### src/rtl/fracmod_check_mul.sv
// rtl/fracmod_check_mul.sv - sequential (a*b) mod modu, MSB-first shift-add, one bit of b per cycle
// Optional compare-against-expected output under FRACMOD_CHECK_VERIFY_EN.
module fracmod_check_mul #(
   parameter int W = 13
) (
   input  logic         clk,
   input  logic         rst_n,
   input  logic         in_valid,
   output logic         in_ready,
   input  logic [W-1:0] a,
   input  logic [W-1:0] b,
   input  logic [W-1:0] modu,
`ifdef FRACMOD_CHECK_VERIFY_EN
   input  logic [W-1:0] exp,
   output logic         match,
`endif
   output logic         out_valid,
   input  logic         out_ready,
   output logic [W-1:0] res,
   output logic         err
);

   localparam int CW = (W > 1) ? $clog2(W) : 1;

   typedef enum logic [1:0] {IDLE, MUL, DONE} state_t;

   state_t        state, state_n;
   logic [W-1:0]  a_r, a_n, b_r, b_n, m_r, m_n;
   logic [W-1:0]  acc, acc_n;
   logic [CW-1:0] cnt, cnt_n;
   logic [W-1:0]  res_n;
   logic          err_n, ov_n;
   logic          bad, bad_n;
   logic [W:0]    dbl, dred, sum, sred, m_ext;
`ifdef FRACMOD_CHECK_VERIFY_EN
   logic [W-1:0]  exp_r, exp_n;
   logic          match_n;
`endif

   assign in_ready = (state == IDLE);

   // One doubling and one conditional add per cycle, each folded back below modu.
   always_comb begin
      m_ext = {1'b0, m_r};
      dbl   = {acc, 1'b0};
      dred  = (dbl >= m_ext) ? dbl - m_ext : dbl;
      sum   = dred + (b_r[cnt] ? {1'b0, a_r} : {(W+1){1'b0}});
      sred  = (sum >= m_ext) ? sum - m_ext : sum;
   end

   always_comb begin
      state_n = state;
      a_n     = a_r;
      b_n     = b_r;
      m_n     = m_r;
      acc_n   = acc;
      cnt_n   = cnt;
      res_n   = res;
      err_n   = err;
      ov_n    = out_valid;
      bad_n   = bad;
`ifdef FRACMOD_CHECK_VERIFY_EN
      exp_n   = exp_r;
      match_n = match;
`endif
      case (state)
         IDLE: begin
            if (in_valid) begin
               a_n     = a;
               b_n     = b;
               m_n     = modu;
               acc_n   = '0;
               cnt_n   = CW'(W - 1);
               bad_n   = (a >= modu) || (b >= modu) || (modu < W'(2));
`ifdef FRACMOD_CHECK_VERIFY_EN
               exp_n   = exp;
`endif
               state_n = MUL;
            end
         end
         MUL: begin
            // Operand error is latched at accept and reported on the first MUL edge,
            // so an error result becomes visible one cycle after accept.
            if (bad) begin
               res_n   = '0;
               err_n   = 1'b1;
               ov_n    = 1'b1;
`ifdef FRACMOD_CHECK_VERIFY_EN
               match_n = 1'b0;
`endif
               state_n = DONE;
            end else begin
               acc_n = sred[W-1:0];
               cnt_n = cnt - 1'b1;
               if (cnt == '0) begin
                  res_n   = sred[W-1:0];
                  err_n   = 1'b0;
                  ov_n    = 1'b1;
`ifdef FRACMOD_CHECK_VERIFY_EN
                  match_n = (sred[W-1:0] == exp_r);
`endif
                  state_n = DONE;
               end
            end
         end
         DONE: begin
            if (out_ready) begin
               ov_n    = 1'b0;
               state_n = IDLE;
            end
         end
         default: begin
            ov_n    = 1'b0;
            state_n = IDLE;
         end
      endcase
   end

   always_ff @(posedge clk or negedge rst_n) begin
      if (!rst_n) begin
         state     <= IDLE;
         a_r       <= '0;
         b_r       <= '0;
         m_r       <= '0;
         acc       <= '0;
         cnt       <= '0;
         res       <= '0;
         err       <= 1'b0;
         out_valid <= 1'b0;
         bad       <= 1'b0;
`ifdef FRACMOD_CHECK_VERIFY_EN
         exp_r     <= '0;
         match     <= 1'b0;
`endif
      end else begin
         state     <= state_n;
         a_r       <= a_n;
         b_r       <= b_n;
         m_r       <= m_n;
         acc       <= acc_n;
         cnt       <= cnt_n;
         res       <= res_n;
         err       <= err_n;
         out_valid <= ov_n;
         bad       <= bad_n;
`ifdef FRACMOD_CHECK_VERIFY_EN
         exp_r     <= exp_n;
         match     <= match_n;
`endif
      end
   end

endmodule

### config.mk
export PLATFORM = sky130hd
export DESIGN_NAME = fracmod_check_mul
export DESIGN_NICKNAME = d
export VERILOG_FILES = /design/src/rtl/fracmod_check_mul.sv
export SDC_FILE = /design/constraint.sdc
export NUM_CORES = 1
export LEC_CHECK = 0
export BUFFER_PORTS_ARGS = -buffer_cell sky130_fd_sc_hd__buf_2
export CAP_MARGIN = 25
export CORE_MARGIN = 8
export CORE_UTILIZATION = 46
export DETAILED_ROUTE_END_ITERATION = 16
export PLACE_DENSITY = 0.65
export SLEW_MARGIN = 20
export SYNTH_ARGS = -nofsm -noshare
export SYNTH_HDL_FRONTEND = slang
export SYNTH_SLANG_ARGS = --single-unit
### constraint.sdc
create_clock -name clk -period 6.18 [get_ports clk]
set_input_delay 1.854 -clock clk [delete_from_list [all_inputs] [get_ports clk]]
set_output_delay 1.854 -clock clk [all_outputs]
set_load 0.03 [all_outputs]
* Word-level counts from Yosys, hierarchy flattened
Index checks and enable logic that the tools add are counted.
** Cells by class
- Add/subtract/negate cells :: 4
- $mul :: 0
- Divide/modulo/power cells :: 0
- Magnitude comparators :: 6
- Equal/unequal tests :: 6
- Shifts and indexed selects :: 0
- Muxes and demuxes :: 24
- Bitwise logic cells :: 1
- Reductions and logical operators :: 11
** Operators with widths (count)
- $mux 13 :: 6
- $ge 14x13->1 :: 2
- $ge 13x13->1 :: 2
- $pmux 13 s2 :: 1
- $add 14x13->14 :: 1
- $mux 14 :: 1
- $sub 14x13->14 :: 1
- $lt 13x2->1 const B :: 1
- $sub 13x13->13 :: 1
- $reduce_and 3->1 :: 3
- $mux 2 :: 4
- $mux 4 :: 2
- $pmux 4 s2 :: 1
- $mux 1 :: 6
- $ne 2x2->1 const B :: 3
- $pmux 2 s3 :: 1
- $lt 4x5->1 const B :: 1
- $bmux 1 s4 :: 1
- $logic_not 4->1 :: 1
- $reduce_and 2->1 :: 2
- $reduce_bool 2->1 :: 2
- $sub 4x1->4 const B :: 1
- $ne 3x3->1 const B :: 1
- $pmux 1 s3 :: 1
- 5 further kinds :: 6
** Storage, ports and cells
- Flip-flop bits (word level) :: 74
- Latch bits :: 0
- RAM bits :: 0
- Memory bits (read-only) :: 0
- Bits of input ports :: 43
- Output and inout port bits :: 16
- Memories :: 0

* Depth between registers and ports, before layout
Gate-level depths: netlist of the first run.
- Depth in word-level cells :: 8
- Gate-level depth with buffers :: 26
- Mapped depth without buffers :: 25

* Least setup slack after synthesis of the first run
No wires, ideal clock.
- Path type :: flip-flop to flip-flop
- Start :: register m_r[0]
- End :: register res[1]
- Arrival :: 5.180 ns
- Required time :: 6.058 ns
- Path slack :: 0.879 ns
- Cell stages (with the launch flop) :: 25
- Path buffers :: 2
- Period minus slack after synthesis :: 5.301 ns
- Cells stage by stage :: dfrtp_1 inv_1 fa_1 a211oi_1 o211ai_2 nand2_1 o31ai_4 clkbuf_1 and2_1 ha_1 fa_1 a211oi_1 nor2_1 o2bb2ai_1 o211ai_1 xor2_1 ha_1 and3_1 nor4b_1 nor2_1 nand3_1 a31oi_2 buf_2 nand3_1 a32o_1
** Between the ends
- Longest elaborated chain between the ends :: 7
- Elaborated cells on any way between the ends :: 9
** Ends and longest elaborated chain
- start, declared :: line 28 : logic [W-1:0] a_r, a_n, b_r, b_n, m_r, m_n;
- start signal, assigned :: line 139 : m_r <= m_n;
- $sub 14x13->14 or $ge 14x13->1 (tied branches) :: line 46 : dred = (dbl >= m_ext) ? dbl - m_ext : dbl;
- $mux 14 :: line 46
- $add 14x13->14 :: line 47 : sum = dred + (b_r[cnt] ? {1'b0, a_r} : {(W+1){1'b0}});
- $sub 13x13->13 or $ge 14x13->1 (tied branches) :: line 48 : sred = (sum >= m_ext) ? sum - m_ext : sum;
- $mux 13 * :: line 48
- $mux 13 * :: line 95 : if (cnt == '0) begin
- $mux 13 * :: line 84 : if (bad) begin
- end signal, assigned :: line 142 : res <= res_n;
- end, declared :: line 19 : output logic [W-1:0] res,
Every way passes the cells marked *; elsewhere a longest branch is shown, timed or not. The select of a mux whose other input is x is not followed.
A chain may end at the register's enable or synchronous reset.

* Worst setup path after layout of the first run
- Start :: register m_r[0]
- End :: register acc[8]
** Between the ends
- Longest elaborated chain between the ends :: 7
- Elaborated cells on any way between the ends :: 9
** Ends and longest elaborated chain
- $sub 14x13->14 or $ge 14x13->1 (tied branches) :: line 46
- $mux 14 :: line 46
- $add 14x13->14 :: line 47
- $sub 13x13->13 or $ge 14x13->1 (tied branches) :: line 48
- $mux 13 * :: line 48
- $mux 13 * :: line 84
- $pmux 13 s2 * :: line 66 : case (state)
- end signal, assigned :: line 140 : acc <= acc_n;
- end, declared :: line 29 : logic [W-1:0] acc, acc_n;
Marks and branches as above.

==> qor.csv, run 1 <==
stage,metric,value,unit
placed_design,port bufs,58,
detailed_routing,WL/cell,17.9,um
setup_path,CP endpoint,acc[8],
logic_synthesis,mean cell area of the mapped netlist,8.47,um2
setup_path,"Largest stage delay, worst path",510,ps
timing,Final min period,5800,ps
timing,final hold viol count,0,
setup_path,crit path launch type,flop,
layout,"most common cell after layout, fill and taps aside",nand2_1,
detailed_routing,drt pass-1 iters,5,
layout,share of cells above drive strength 1,14.9,%
outcome,outcome,finished clean,
die,DIE AREA,16700,um2
setup_path,Worst setup startpoint,m_r[0],
detailed_routing,Via density,5.74,
setup_path,RR Startpoint,m_r[0],
global_routing,initial antenna violation count,0,
placed_design,dpl hpwl,13200,um
min_path,Min-Delay Path Class,reg2reg,
clock_network,Skew-Pair Late Insertion Delay,340,ps
setup_path,element type at the critical path end,flop,
timing,RSZ-0062 raised after global routing,false,
logic_synthesis,"Primary FF master, synth",dfrtp_1,
layout,Fillers,1175,
clock_network,Clock Sinks,74,
clock_network,TritonCTS buffer count,9,
logic_synthesis,Syn Inst Count,696,
setup_path,"Max FO, Critical Path",8,
setup_path,"slowest stage cell, crit path",fa_1,
logic_synthesis,synthesized area,5890,um2
logic_synthesis,Yosys cell types,67,
logic_synthesis,register area share after synthesis,31.4,%
detailed_routing,Post-route DRC,0,
clock_network,deepest clock path buffer count,2,
global_routing,GR Overflow Total,0,
logic_synthesis,syn_nets,808,
global_routing,GRT Total Usage,20.5,%
layout,ant diodes,0,
clock_network,htree depth,3,
timing,clk_skew,8.84,ps
setup_path,Setup CP Type,reg2reg,
layout,Synth-to-Final Area Change,14.6,%
layout,Final nets,865,
timing,Final setup viols,0,
logic_synthesis,post-synthesis async set-or-reset flop share,100,%
setup_path,FF-to-FF setup slack,380,ps
setup_path,Worst Path Arrival,6010,ps
layout,post-layout util,53.8,%
clock_network,CTS tree,done,
global_routing,vias in the first global route,5333,
die,# rows,41,
placed_design,Placer Congestion,0.996,
logic_synthesis,Syn. warnings,0,
global_routing,largest net degree at the start of global routing,75,
detailed_routing,DRT Wirelength,16700,um
detailed_routing,vias,5341,
detailed_routing,initial DRC count,356,
setup_path,worst reg2reg path depth,24,
global_routing,first-pass GRT wire length,26700,um
die,die width,129,um
detailed_routing,Final ANT Viol Nets,0,
setup_path,end of the worst register-to-register path,acc[8],
timing,Max-slew headroom,40.2,%
timing,Worst-Margin Slew,893,ps
die,Initial Util,46.9,%
clock_network,"Clk pin slew, worst setup/hold paths",60,ps
timing,Final Cycle Share,93.8,%
die,io pins,59,
clock_network,hold_buf cts,0,
die,Die Y-Extent,129,um
logic_synthesis,synthesis-stage register bit count,74,
timing,Final Max Tran Viols,0,
clock_network,CTS root buf,clkbuf_16,
setup_path,worst path required time,6400,ps
run,Max Cap Viol,0,
layout,most used cells in the layout excluding fill and tap cells,"nand2_1, dfrtp_1, ha_1, buf_2, inv_1",
die,CORE AREA,12600,um2
setup_path,crit-path cells,inv_1 > fa_1 > a211oi_2 > o211ai_2 > nand2_1 > o31ai_4 > clkbuf_2 > and2_1 > ha_1 > fa_1 > a211oi_2 > o21ai_0 > a21oi_1 > xor2_2 > inv_1 > ha_1 > a211oi_1 > nor3b_1 > o31ai_1 > nand3_1 > a31oi_4 > buf_4 > nand3_1 > a32o_1,
logic_synthesis,"EDFF count, synth",0,
timing,Fmax,0.173,GHz
timing,setup_tns,0,ps
[cells by family after synthesis]
| group | after synthesis | share of synthesized area (%) |
|---|---|---|
| buffers and inverters | 71 | 4.82 |
| xor gates and xnor gates | 28 | 4.16 |
| DFF | 74 | 31.4 |
| adders and majority gates | 69 | 15.0 |
| AOI/OAI and AO/OA | 184 | 21.5 |
| and+or+nand+nor | 260 | 20.7 |
| muxes | 10 | 2.42 |
[worst max-delay path: cells and delay by family, from the launching register on]
family	cells	cell delay, ps
adders and majority gates	4	1380
xor gates and xnor gates	1	270
and+or+nand+nor	5	780
buffers and inverters	4	550
DFF	1	370
AOI/OAI and AO/OA	10	2300
[metal layers]
| metal | routed length, um | GRT usage [%] |
|---|---|---|
| met1 | 7410 | 26.0 |
| met2 | 7770 | 33.5 |
| met3 | 1060 | 4.35 |
| met4 | 427 | 7.88 |
| met5 | 0 | 0 |
[Yosys cell counts (10+ instances only)]
cell type | instances | area, um2
a21o_1 | 17 | 128
xor2_1 | 14 | 123
nor2_1 | 40 | 150
a21oi_1 | 42 | 210
nor3_1 | 10 | 50.1
nand2_1 | 122 | 458
o21ai_0 | 45 | 225
inv_1 | 47 | 176
clkbuf_1 | 20 | 75.1
xnor2_1 | 14 | 123
and2_1 | 18 | 113
a32o_1 | 11 | 110
ha_1 | 66 | 826
nand3_1 | 17 | 85.1
dfrtp_1 | 74 | 1850
[what timing repair did]
action,in CTS,in global routing
setup buffers,0,3
hold endpoints to repair,0,0
resized for setup,0,6
setup endpoints to repair,0,7
[state kept, by name, summed over array words and instances (netlist names)]
signal and flops:
acc 13, err 1, b_r 13, a_r 13, res 13, m_r 13
state 2, out_valid 1, cnt 4, bad 1
[worst min path at each step]
stage / startpoint / end / slack [ps] / cells after the start
floorplan: a_r[10] / a_r[10] / 440 / 2
global placement: a_r[10] / a_r[10] / 450 / 2
detailed placement: a_r[10] / a_r[10] / 460 / 2
CTS: a_r[10] / a_r[10] / 470 / 2
global route: a_r[10] / a_r[10] / 490 / 2
finish: a_r[1] / a_r[1] / 470 / 2
[stage by stage]
step	hold slack (ps)	worst slack, ps	cell area [um2]	cells
final	469	384	6760	930
after global routing	494	43.8	6760	930
after CTS	471	371	6670	926
after detailed placement	457	392	6350	910
after global placement	452	524	6350	909
after floorplan	437	879	5890	696
[cell type report]
type                       count  area (um2)  share of cell area [%]
multi-input combinational    551        3800                    56.3
tap                          172         215                    3.19
clock inverter                 5        78.8                    1.17
sequential                    74        1850                    27.4
timing repair buffer          70         400                    5.93
clock buffer                  11         233                    3.44
inverter                      47         176                    2.61
Power of run 1 is left out: the tool's default activity adds up to more than one toggle a clock period on the data nets, which glitch-free logic cannot reach.
==> run 2, diff against run 1 <==
==> constraint.sdc (replaced) <==
create_clock -name clk -period 6.3 [get_ports clk]
set_input_delay 1.89 -clock clk [delete_from_list [all_inputs] [get_ports clk]]
set_output_delay 1.89 -clock clk [all_outputs]
set_load 0.03 [all_outputs]
==> qor.csv, run 2 (same netlist as run 1, synthesis figures left out) <==
stage,metric,value,unit,change
setup_path,Worst Path Arrival,6000,ps,was 6010 ps
clock_network,CTS tree,done,,unchanged
layout,most used cells in the layout excluding fill and tap cells,"nand2_1, dfrtp_1, ha_1, buf_2, inv_1",,unchanged
detailed_routing,Via density,5.66,,was 5.74
outcome,outcome,finished clean,,unchanged
clock_network,htree depth,3,,unchanged
placed_design,dpl hpwl,13200,um,about the same
layout,ant diodes,0,,unchanged
setup_path,Setup CP Type,reg2reg,,unchanged
clock_network,CTS root buf,clkbuf_16,,unchanged
clock_network,deepest clock path buffer count,2,,unchanged
clock_network,Post CTS Setup Buffer Count,0,,unchanged
die,Initial Util,46.9,%,unchanged
die,io pins,59,,unchanged
die,die width,129,um,unchanged
timing,RSZ-0062 raised after global routing,false,,unchanged
setup_path,"Max FO, Critical Path",14,,was 8
timing,Final min period,5770,ps,was 5800 ps
timing,Final Max Tran Viols,0,,unchanged
detailed_routing,drt pass-1 iters,5,,unchanged
timing,clk_skew,6.05,ps,was 8.84 ps
detailed_routing,DRT Wirelength,16400,um,was 16700 um
detailed_routing,vias,5242,,was 5341
timing,Worst-Margin Slew,878,ps,was 893 ps
setup_path,element type at the critical path end,flop,,unchanged
timing,setup_tns,0,ps,unchanged
timing,Final setup viols,0,,unchanged
setup_path,"slowest stage cell, crit path",fa_1,,unchanged
die,# rows,41,,unchanged
die,DIE AREA,16700,um2,unchanged
setup_path,crit path launch type,flop,,unchanged
run,Max Cap Viol,0,,unchanged
min_path,Min-Delay Path Class,reg2reg,,unchanged
setup_path,FF-to-FF setup slack,530,ps,was 380 ps
clock_network,hold_buf cts,0,,unchanged
layout,Final nets,861,,was 865
clock_network,TritonCTS buffer count,9,,unchanged
global_routing,initial antenna violation count,0,,unchanged
timing,Fmax,0.173,GHz,about the same
die,Die Y-Extent,129,um,unchanged
clock_network,"Clk pin slew, worst setup/hold paths",60,ps,about the same
timing,Final Cycle Share,91.6,%,was 93.8%
placed_design,port bufs,58,,unchanged
detailed_routing,WL/cell,17.7,um,was 17.9 um
clock_network,Clock Sinks,74,,unchanged
global_routing,GRT Total Usage,20.4,%,was 20.5%
detailed_routing,Post-route DRC,0,,unchanged
setup_path,crit-path cells,inv_1 > fa_1 > a211oi_1 > o211ai_2 > nand2_1 > o31ai_4 > mux2_2 > ha_1 > a21oi_1 > a2bb2oi_1 > a21boi_0 > o21ai_0 > a21boi_0 > buf_4 > ha_1 > nand4_1 > a211oi_1 > o31ai_1 > nand3_1 > a31o_2 > o21ai_0 > a32o_1,,was inv_1 > fa_1 > a211oi_2 > o211ai_2 > nand2_1 > o31ai_4 > clkbuf_2 > and2_1 > ha_1 > fa_1 > a211oi_2 > o21ai_0 > a21oi_1 > xor2_2 > inv_1 > ha_1 > a211oi_1 > nor3b_1 > o31ai_1 > nand3_1 > a31oi_4 > buf_4 > nand3_1 > a32o_1
global_routing,first-pass GRT wire length,26600,um,was 26700 um
global_routing,vias in the first global route,5293,,was 5333
die,CORE AREA,12600,um2,unchanged
detailed_routing,Final ANT Viol Nets,0,,unchanged
placed_design,Placement Cell Area,6350,um2,about the same
global_routing,GR Overflow Total,0,,unchanged
setup_path,crit path buf inv count,2,,was 4
clock_network,Skew-Pair Late Insertion Delay,340,ps,about the same
clock_network,PostCTS Resize Cnt,0,,unchanged
layout,"most common cell after layout, fill and taps aside",nand2_1,,unchanged
layout,share of cells above drive strength 1,13.9,%,was 14.9%
timing,WHS,470,ps,was 469 ps
global_routing,largest net degree at the start of global routing,75,,unchanged
setup_path,worst path required time,6530,ps,was 6400 ps
timing,final hold viol count,0,,unchanged
layout,Synth-to-Final Area Change,14.0,%,was 14.6%
setup_path,"Largest stage delay, worst path",490,ps,was 510 ps
timing,Max-slew headroom,41.2,%,was 40.2%
setup_path,"Largest delay share family, worst path",compound AO/OA/AOI/OAI gates,,unchanged
layout,design area,6720,um2,was 6760 um2
detailed_routing,initial DRC count,408,,was 356
placed_design,Placer Congestion,0.934,,was 0.996
## run 2: cell count changes in the layout (fill, tap and decap cells not counted), sizes merged
cell	delta
buf	-3
bufinv	+1
clkinv	-2
## run 2: final cells by class
type | count | area [um2]
Clock buffer | 12 | 246
Inverter | 47 | 176
Multi-Input combinational cell | 551 | 3760
Sequential cell | 74 | 1850
Tap cell | 172 | 215
Fill cell | 1157 | 5850
Timing Repair Buffer | 66 | 373
Clock inverter | 4 | 98.8
## run 2: worst register-to-register path: stages (launching register included)
cell and delay [ps]:
dfrtp_1 400, inv_1 100, fa_1 490, a211oi_1 430
o211ai_2 160, nand2_1 160, o31ai_4 120, mux2_2 330
ha_1 280, a21oi_1 210, a2bb2oi_1 390, a21boi_0 190
o21ai_0 170, a21boi_0 110, buf_4 170, ha_1 380
nand4_1 150, a211oi_1 300, o31ai_1 150, nand3_1 120
a31o_2 360, o21ai_0 190, a32o_1 290
## run 2: worst paths after layout
check,from,to,cells past startpoint
worst max-delay path,m_r[0],acc[1],22
worst min-delay path,a_r[12],a_r[12],2
worst max register to register,m_r[0],acc[1],22
worst min register to register,a_r[12],a_r[12],2
max in group asynchronous,rst_n,acc[10],2
min in group asynchronous,rst_n,a_r[12],1
## run 2: stage by stage
step                util [%]  setup slack (ps)  instances
floorplan                  -               999        696
global placement        50.4               695        908
finish                  53.5               530        926
global route            53.5              9.16        926
CTS                     53.3               497        925
detailed placement      50.5               528        909
## run 2: layer usage
metal / wire [um] / global-route usage, % / up-vias
met5: 0 / 0 / -
met4: 458 / 8.22 / 0
met3: 927 / 4.85 / 34
met2: 7580 / 33.0 / 168
met1: 7400 / 25.8 / 2442
li1: - / - / 2598
Power of run 2 is left out for the same reason.
